[config.mk]
export PLATFORM = sky130hd
export DESIGN_NAME = pipelined_csel_adder_flat
export DESIGN_NICKNAME = d
export VERILOG_FILES = /design/src/rtl/csel_pkg.sv /design/src/rtl/pipelined_csel_adder_if.sv /design/src/rtl/csel_slice.sv /design/src/rtl/pipelined_csel_adder.sv /design/src/flat_wrapper.sv
export SDC_FILE = /design/constraint.sdc
export NUM_CORES = 1
export LEC_CHECK = 0
export ABC_AREA = 1
export CAP_MARGIN = 20
export CORE_MARGIN = 4
export CORE_UTILIZATION = 30
export DETAILED_ROUTE_END_ITERATION = 10
export SETUP_SLACK_MARGIN = 0.5
export SLEW_MARGIN = 30
export SYNTH_ARGS = -nofsm -noshare
export SYNTH_HDL_FRONTEND = slang
export SYNTH_SLANG_ARGS = --single-unit
export TNS_END_PERCENT = 50
[constraint.sdc]
create_clock -name clk -period 16.5 [get_ports clk]
set_input_delay 3.3 -clock clk [delete_from_list [all_inputs] [get_ports clk]]
set_output_delay 3.3 -clock clk [all_outputs]
set_load 0.03 [all_outputs]
[src/rtl/csel_pkg.sv]
// Shared types and helpers for the pipelined carry-select adder:
// default slice width, result flag bundle and pipeline-depth calculation.
package csel_pkg;

  localparam int CSEL_BLK_W = 8;

  typedef struct packed {
    logic cout;
    logic ovf;
    logic zero;
  } csel_flags_t;

  // Returns 0 for an illegal width/slice combination so the top can refuse to elaborate.
  function automatic int csel_num_blk(input int width, input int blk_w);
    if (blk_w < 1 || width < blk_w || (width % blk_w) != 0) begin
      return 0;
    end
    return width / blk_w;
  endfunction

endpackage

[src/rtl/pipelined_csel_adder_if.sv]
// Operand/result valid-ready bundle for pipelined_csel_adder.
// The sub request signal only exists when CSEL_SUB_EN is defined.
interface pipelined_csel_adder_if #(
  parameter int WIDTH = 32
);

  logic             in_valid;
  logic             in_ready;
  logic [WIDTH-1:0] a;
  logic [WIDTH-1:0] b;
  logic             cin;
`ifdef CSEL_SUB_EN
  logic             sub;
`endif
  logic             out_valid;
  logic             out_ready;
  logic [WIDTH-1:0] sum;
  logic             cout;
  logic             ovf;
  logic             zero;

  modport master (
`ifdef CSEL_SUB_EN
    output sub,
`endif
    output in_valid, a, b, cin, out_ready,
    input  in_ready, out_valid, sum, cout, ovf, zero
  );

  modport slave (
`ifdef CSEL_SUB_EN
    input  sub,
`endif
    input  in_valid, a, b, cin, out_ready,
    output in_ready, out_valid, sum, cout, ovf, zero
  );

endinterface

[src/rtl/csel_slice.sv]
// Combinational BLK_W-bit carry-select slice: both carry-in cases are
// precomputed and the late-arriving carry only drives the final mux.
module csel_slice
  import csel_pkg::*;
#(
  parameter int BLK_W = CSEL_BLK_W
) (
  input  logic [BLK_W-1:0] a_blk,
  input  logic [BLK_W-1:0] b_blk,
  input  logic             c_in,
  output logic [BLK_W-1:0] s,
  output logic             c_out,
  output logic             c_msb
);

  logic [BLK_W:0] sumC0;
  logic [BLK_W:0] sumC1;

  assign sumC0 = {1'b0, a_blk} + {1'b0, b_blk};
  assign sumC1 = {1'b0, a_blk} + {1'b0, b_blk} + (BLK_W + 1)'(1);

  assign {c_out, s} = c_in ? sumC1 : sumC0;

  // Carry into the MSB is recovered from the MSB sum bit and its operands.
  assign c_msb = s[BLK_W-1] ^ a_blk[BLK_W-1] ^ b_blk[BLK_W-1];

endmodule

[src/rtl/pipelined_csel_adder.sv]
// Pipelined carry-select adder resolving one BLK_W slice per stage, with a
// global valid/ready stall. Define CSEL_SUB_EN to add the a - b mode.
module pipelined_csel_adder
  import csel_pkg::*;
#(
  parameter int WIDTH = 32,
  parameter int BLK_W = CSEL_BLK_W
) (
  input logic               clk,
  input logic               rst,
  pipelined_csel_adder_if.slave bus
);

  localparam int NUM_BLK = csel_num_blk(WIDTH, BLK_W);

  if (NUM_BLK == 0) begin : g_bad_width
    $error("pipelined_csel_adder: WIDTH must be a nonzero multiple of BLK_W");
  end

  logic             en;
  logic [WIDTH-1:0] bEntry;
  logic             cEntry;

  // Subtraction is folded into the operand before stage 1: invert b, force carry-in.
  always_comb begin
    en = bus.out_ready | ~bus.out_valid;
`ifdef CSEL_SUB_EN
    bEntry = bus.sub ? ~bus.b : bus.b;
    cEntry = bus.sub | bus.cin;
`else
    bEntry = bus.b;
    cEntry = bus.cin;
`endif
  end

  assign bus.in_ready = en;

  // word_q holds resolved sum bits at the top and still-unused a bits at the bottom;
  // each stage shifts one slice of a out and one slice of sum in.
  for (genvar k = 1; k <= NUM_BLK; k++) begin : g_stage
    localparam int REM   = WIDTH - k * BLK_W;
    localparam int SRC_W = REM + BLK_W;

    logic [WIDTH-1:0] srcWord;
    logic [SRC_W-1:0] srcB;
    logic             srcC;
    logic             srcV;
    logic [BLK_W-1:0] sliceSum;
    logic             cOut;
    logic             cMsb;
    logic [WIDTH-1:0] word_d;
    logic [WIDTH-1:0] word_q;
    logic             valid_d;
    logic             valid_q;

    if (k == 1) begin : g_src
      assign srcWord = bus.a;
      assign srcB    = bEntry;
      assign srcC    = cEntry;
      assign srcV    = bus.in_valid;
    end else begin : g_src
      assign srcWord = g_stage[k-1].word_q;
      assign srcB    = g_stage[k-1].g_rem.b_q;
      assign srcC    = g_stage[k-1].g_rem.carry_q;
      assign srcV    = g_stage[k-1].valid_q;
    end

    csel_slice #(
      .BLK_W (BLK_W)
    ) u_slice (
      .a_blk (srcWord[BLK_W-1:0]),
      .b_blk (srcB[BLK_W-1:0]),
      .c_in  (srcC),
      .s     (sliceSum),
      .c_out (cOut),
      .c_msb (cMsb)
    );

    assign word_d  = (srcWord >> BLK_W) | (WIDTH'(sliceSum) << (WIDTH - BLK_W));
    assign valid_d = srcV;

    always_ff @(posedge clk or posedge rst) begin
      if (rst) begin
        valid_q <= 1'b0;
        word_q  <= '0;
      end else if (en) begin
        valid_q <= valid_d;
        word_q  <= word_d;
      end
    end

    if (REM > 0) begin : g_rem
      logic [REM-1:0] b_d;
      logic [REM-1:0] b_q;
      logic           carry_d;
      logic           carry_q;

      assign b_d     = srcB[SRC_W-1:BLK_W];
      assign carry_d = cOut;

      always_ff @(posedge clk or posedge rst) begin
        if (rst) begin
          b_q     <= '0;
          carry_q <= 1'b0;
        end else if (en) begin
          b_q     <= b_d;
          carry_q <= carry_d;
        end
      end
    end else begin : g_last
      csel_flags_t flags_d;
      csel_flags_t flags_q;

      always_comb begin
        flags_d.cout = cOut;
        flags_d.ovf  = cMsb ^ cOut;
        flags_d.zero = ~|word_d;
      end

      always_ff @(posedge clk or posedge rst) begin
        if (rst) begin
          flags_q <= '0;
        end else if (en) begin
          flags_q <= flags_d;
        end
      end

      assign bus.out_valid = valid_q;
      assign bus.sum       = word_q;
      assign bus.cout      = flags_q.cout;
      assign bus.ovf       = flags_q.ovf;
      assign bus.zero      = flags_q.zero;
    end
  end

endmodule

[src/flat_wrapper.sv]
// flat-port wrapper written by rule: the top's interface ports become plain ports
module pipelined_csel_adder_flat import csel_pkg::*;
#(
  parameter int WIDTH = 32,
  parameter int BLK_W = CSEL_BLK_W
)
  (clk, rst, bus_in_valid, bus_a, bus_b, bus_cin, bus_out_ready, bus_in_ready, bus_out_valid, bus_sum, bus_cout, bus_ovf, bus_zero);
  pipelined_csel_adder_if #(.WIDTH(WIDTH)) bus_i ();
  input logic clk;
  input logic rst;
  input wire logic [$bits(bus_i.in_valid)-1:0] bus_in_valid;
  input wire logic [$bits(bus_i.a)-1:0] bus_a;
  input wire logic [$bits(bus_i.b)-1:0] bus_b;
  input wire logic [$bits(bus_i.cin)-1:0] bus_cin;
  input wire logic [$bits(bus_i.out_ready)-1:0] bus_out_ready;
  output wire logic [$bits(bus_i.in_ready)-1:0] bus_in_ready;
  output wire logic [$bits(bus_i.out_valid)-1:0] bus_out_valid;
  output wire logic [$bits(bus_i.sum)-1:0] bus_sum;
  output wire logic [$bits(bus_i.cout)-1:0] bus_cout;
  output wire logic [$bits(bus_i.ovf)-1:0] bus_ovf;
  output wire logic [$bits(bus_i.zero)-1:0] bus_zero;
  assign bus_i.in_valid = bus_in_valid;
  assign bus_i.a = bus_a;
  assign bus_i.b = bus_b;
  assign bus_i.cin = bus_cin;
  assign bus_i.out_ready = bus_out_ready;
  assign bus_in_ready = bus_i.in_ready;
  assign bus_out_valid = bus_i.out_valid;
  assign bus_sum = bus_i.sum;
  assign bus_cout = bus_i.cout;
  assign bus_ovf = bus_i.ovf;
  assign bus_zero = bus_i.zero;
  pipelined_csel_adder #(.WIDTH(WIDTH), .BLK_W(BLK_W)) u_core (.clk(clk), .rst(rst), .bus(bus_i));
endmodule
==> reports/summary.txt <==
Status: completed
FFs w/ async S/R, synth: 100%
Die H: 182 um
Hold wc startpoint: u_core.g_stage[3].valid_q
WP data required: 13200 ps
Ys flop type: dfrtp_1
Worst path cell trace: clkdlybuf4s50_1 > or2_4 > clkdlybuf4s50_1
Most frequent CP cell: clkdlybuf4s50_1
I/O pin cnt: 106
H-Tree Depth: 4
Cts bufs inserted: 17
P&R area growth vs syn: 21.1%
Sum Neg Setup Slack: 0 ps
Period utilization: 50.8%
Synth Register Bits: 186
CP max stage delay: 790 ps
First-pass GRT wire length: 32700 um
Initial antenna violation count: 0
# DRC: 0
Sequential fraction of the synthesis area: 51.3%
Final hold slack: 447 ps
Setup-failing EPs final: 0
Syn Inst Count: 1110
Mean Syn Cell Area: 8.17 um^2
Mapped Nets: 1219
Yosys top cell area share: 51.3%
Hold_buf cts: 0
Area of the core: 29700 um^2
Unrepaired setup endpoints after global routing: false
Diodes inserted: 0
Final Skew: 8.23 ps
Die area: 33100 um^2
Number of post-CTS setup repair buffers: 0
Layout cells sized above 1: 3.64%
Hold worst-path end: u_core.bus.out_valid
Worst setup margin: 8120 ps
Crit path arrival time: 5080 ps
Clk pin slew, worst setup/hold paths: 60 ps
Critical path type: input pin to output port
Num rows: 63
Final estimated routing congestion in global placement: 0.778
Largest net degree at the start of global routing: 118
FF-to-FF setup slack: 13990 ps
CP max FO: 51
Port bufs: 105
Hold Path Depth: 2
Die width: 182 um
CTS tree: built
Hold Path Class: flip-flop to flip-flop
Nets: 1306
Crit end category: output port
Fmax: 119 MHz
Synth area leaders: dfrtp_1, nand2_1, ha_1
TritonCTS Sinks: 186
Post-CTS resize count: 0
Slowest CP cell: clkdlybuf4s50_1
R2r worst-path depth: 7
Routed vias/inst: 4.35
Leakage power: 0.00548 uW
Via count of the first global-routing pass: 6880
GRT overflow: 0
Synth cell types: 39
Setup WS pre-CTS: 8110 ps
Most frequent cells in the layout: nand2_1, dfrtp_1, clkdlybuf4s50_1
Clk buf depth: 2
Root buffer cell: clkbuf_16
Initial Util: 30.5%
Fin area: 11000 um^2
Number of iterations in the first detailed-routing pass: 4
Initial drt markers: 374
Total wire length: 19100 um
Wirelength per Cell: 11.9 um
Placed cell area: 10500 um^2
Cell area after synthesis: 9060 um^2
Hold Fails Final Rpt: 0
PwrDens: 193 nW/um^2
HPWL Detailed: 13300 um
Worst setup SP type: input pin
Max-Cap Viols: 0
Post-DRT Antenna Nets: 0
Total number of yosys warnings: 0
Max_slew headroom: 49.0%
Tot GR Track Use: 11.9%
Period minus WS final: 8380 ps
RR Endpoint: u_core.g_stage[3].word_q[28]
Final Max Tran Viols: 0
Commonest non-fill, non-tap cell in the layout: nand2_1
Post-synth EDFFs: 0
Largest area contributor in the netlist: dfrtp_1
Reg2reg start: u_core.bus.out_valid
Vias: 6954
Peak VDD IR: 0.0979 mV
Clk Latency, worst-skew pair: 430 ps
Worst Tran Pin Value: 765 ps
==> cells in the mapped netlist (4+ instances only) <==
cell type,instances
nand2_1,471
dfrtp_1,186
inv_1,97
o21ai_0,84
nand3_1,49
ha_1,36
nor2_1,31
a21oi_1,22
clkbuf_1,21
buf_2,19
nand4_1,16
xor2_1,16
xnor2_1,13
o21ai_1,6
nor4_1,5
o211ai_1,5
fa_1,4
==> state kept, by name (all words and copies together), names as in the netlist, 3 cells and up <==
| register | flops |
|---|---|
| u_core.g_stage.word_q | 96 |
| u_core.g_stage.g_rem.carry_q | 3 |
| u_core.g_stage.valid_q | 3 |
| u_core.bus.sum | 32 |
| u_core.g_stage.g_rem.b_q | 48 |
==> where the power goes <==
part	internal, uW	switching, uW	leakage, uW
Sequential	653	108	0.00226
Clock	195	172	0.000244
Combinational	370	616	0.00298
==> logic make-up (layout without fill, tap and decap cells) <==
family	count (synthesis)	in the layout	share of synthesized area, %
AOI/OAI and AO/OA	127	127	7.40
muxes	1	1	0.110
and+or+nand+nor	586	586	26.2
buffers and inverters	140	240	6.14
adders and majority gates	40	40	5.85
xor gates and xnor gates	30	30	2.98
DFF	186	186	51.3
==> worst max-delay path, delay by kind of cell <==
family / cells / cell delay [ps]
buffers and inverters: 2 / 1250
and+or+nand+nor: 1 / 480
==> area by class of cell <==
type | instances | area (um^2)
fillers | 3073 | 18700
flip-flops and latches | 186 | 4650
multi-input cells | 784 | 3860
repair buffers | 109 | 1090
well taps | 390 | 488
clock buffers | 24 | 462
inverters | 99 | 384
clock inverters | 8 | 47.5
==> metal layers <==
metal | track usage [%] | share of wire (%)
met1 | 16.2 | 50
met4 | 4.14 | 1.3
met5 | 0 | 0
met2 | 18.8 | 45
met3 | 2.58 | 3.3
==> worst max-delay path by stage <==
stage / from / to / slack (ps) / depth (start not counted)
finish: bus_out_ready / bus_in_ready / 8120 / 3
global route: bus_out_ready / bus_in_ready / 8030 / 3
CTS: bus_out_ready / bus_in_ready / 8100 / 3
detailed placement: bus_out_ready / bus_in_ready / 8110 / 3
global placement: bus_out_ready / bus_in_ready / 8140 / 3
floorplan: rst / u_core.bus.cout / 8140 / 1
==> metrics by stage <==
stage,total power (uW),cells,util [%]
detailed placement,1770,1568,35.2
finish,2110,1600,37.0
global route,2320,1600,37.0
floorplan,1490,1110,-
global placement,1750,1568,35.2
CTS,2140,1600,37.0
Note: power is estimated with default switching activity, not from simulation.
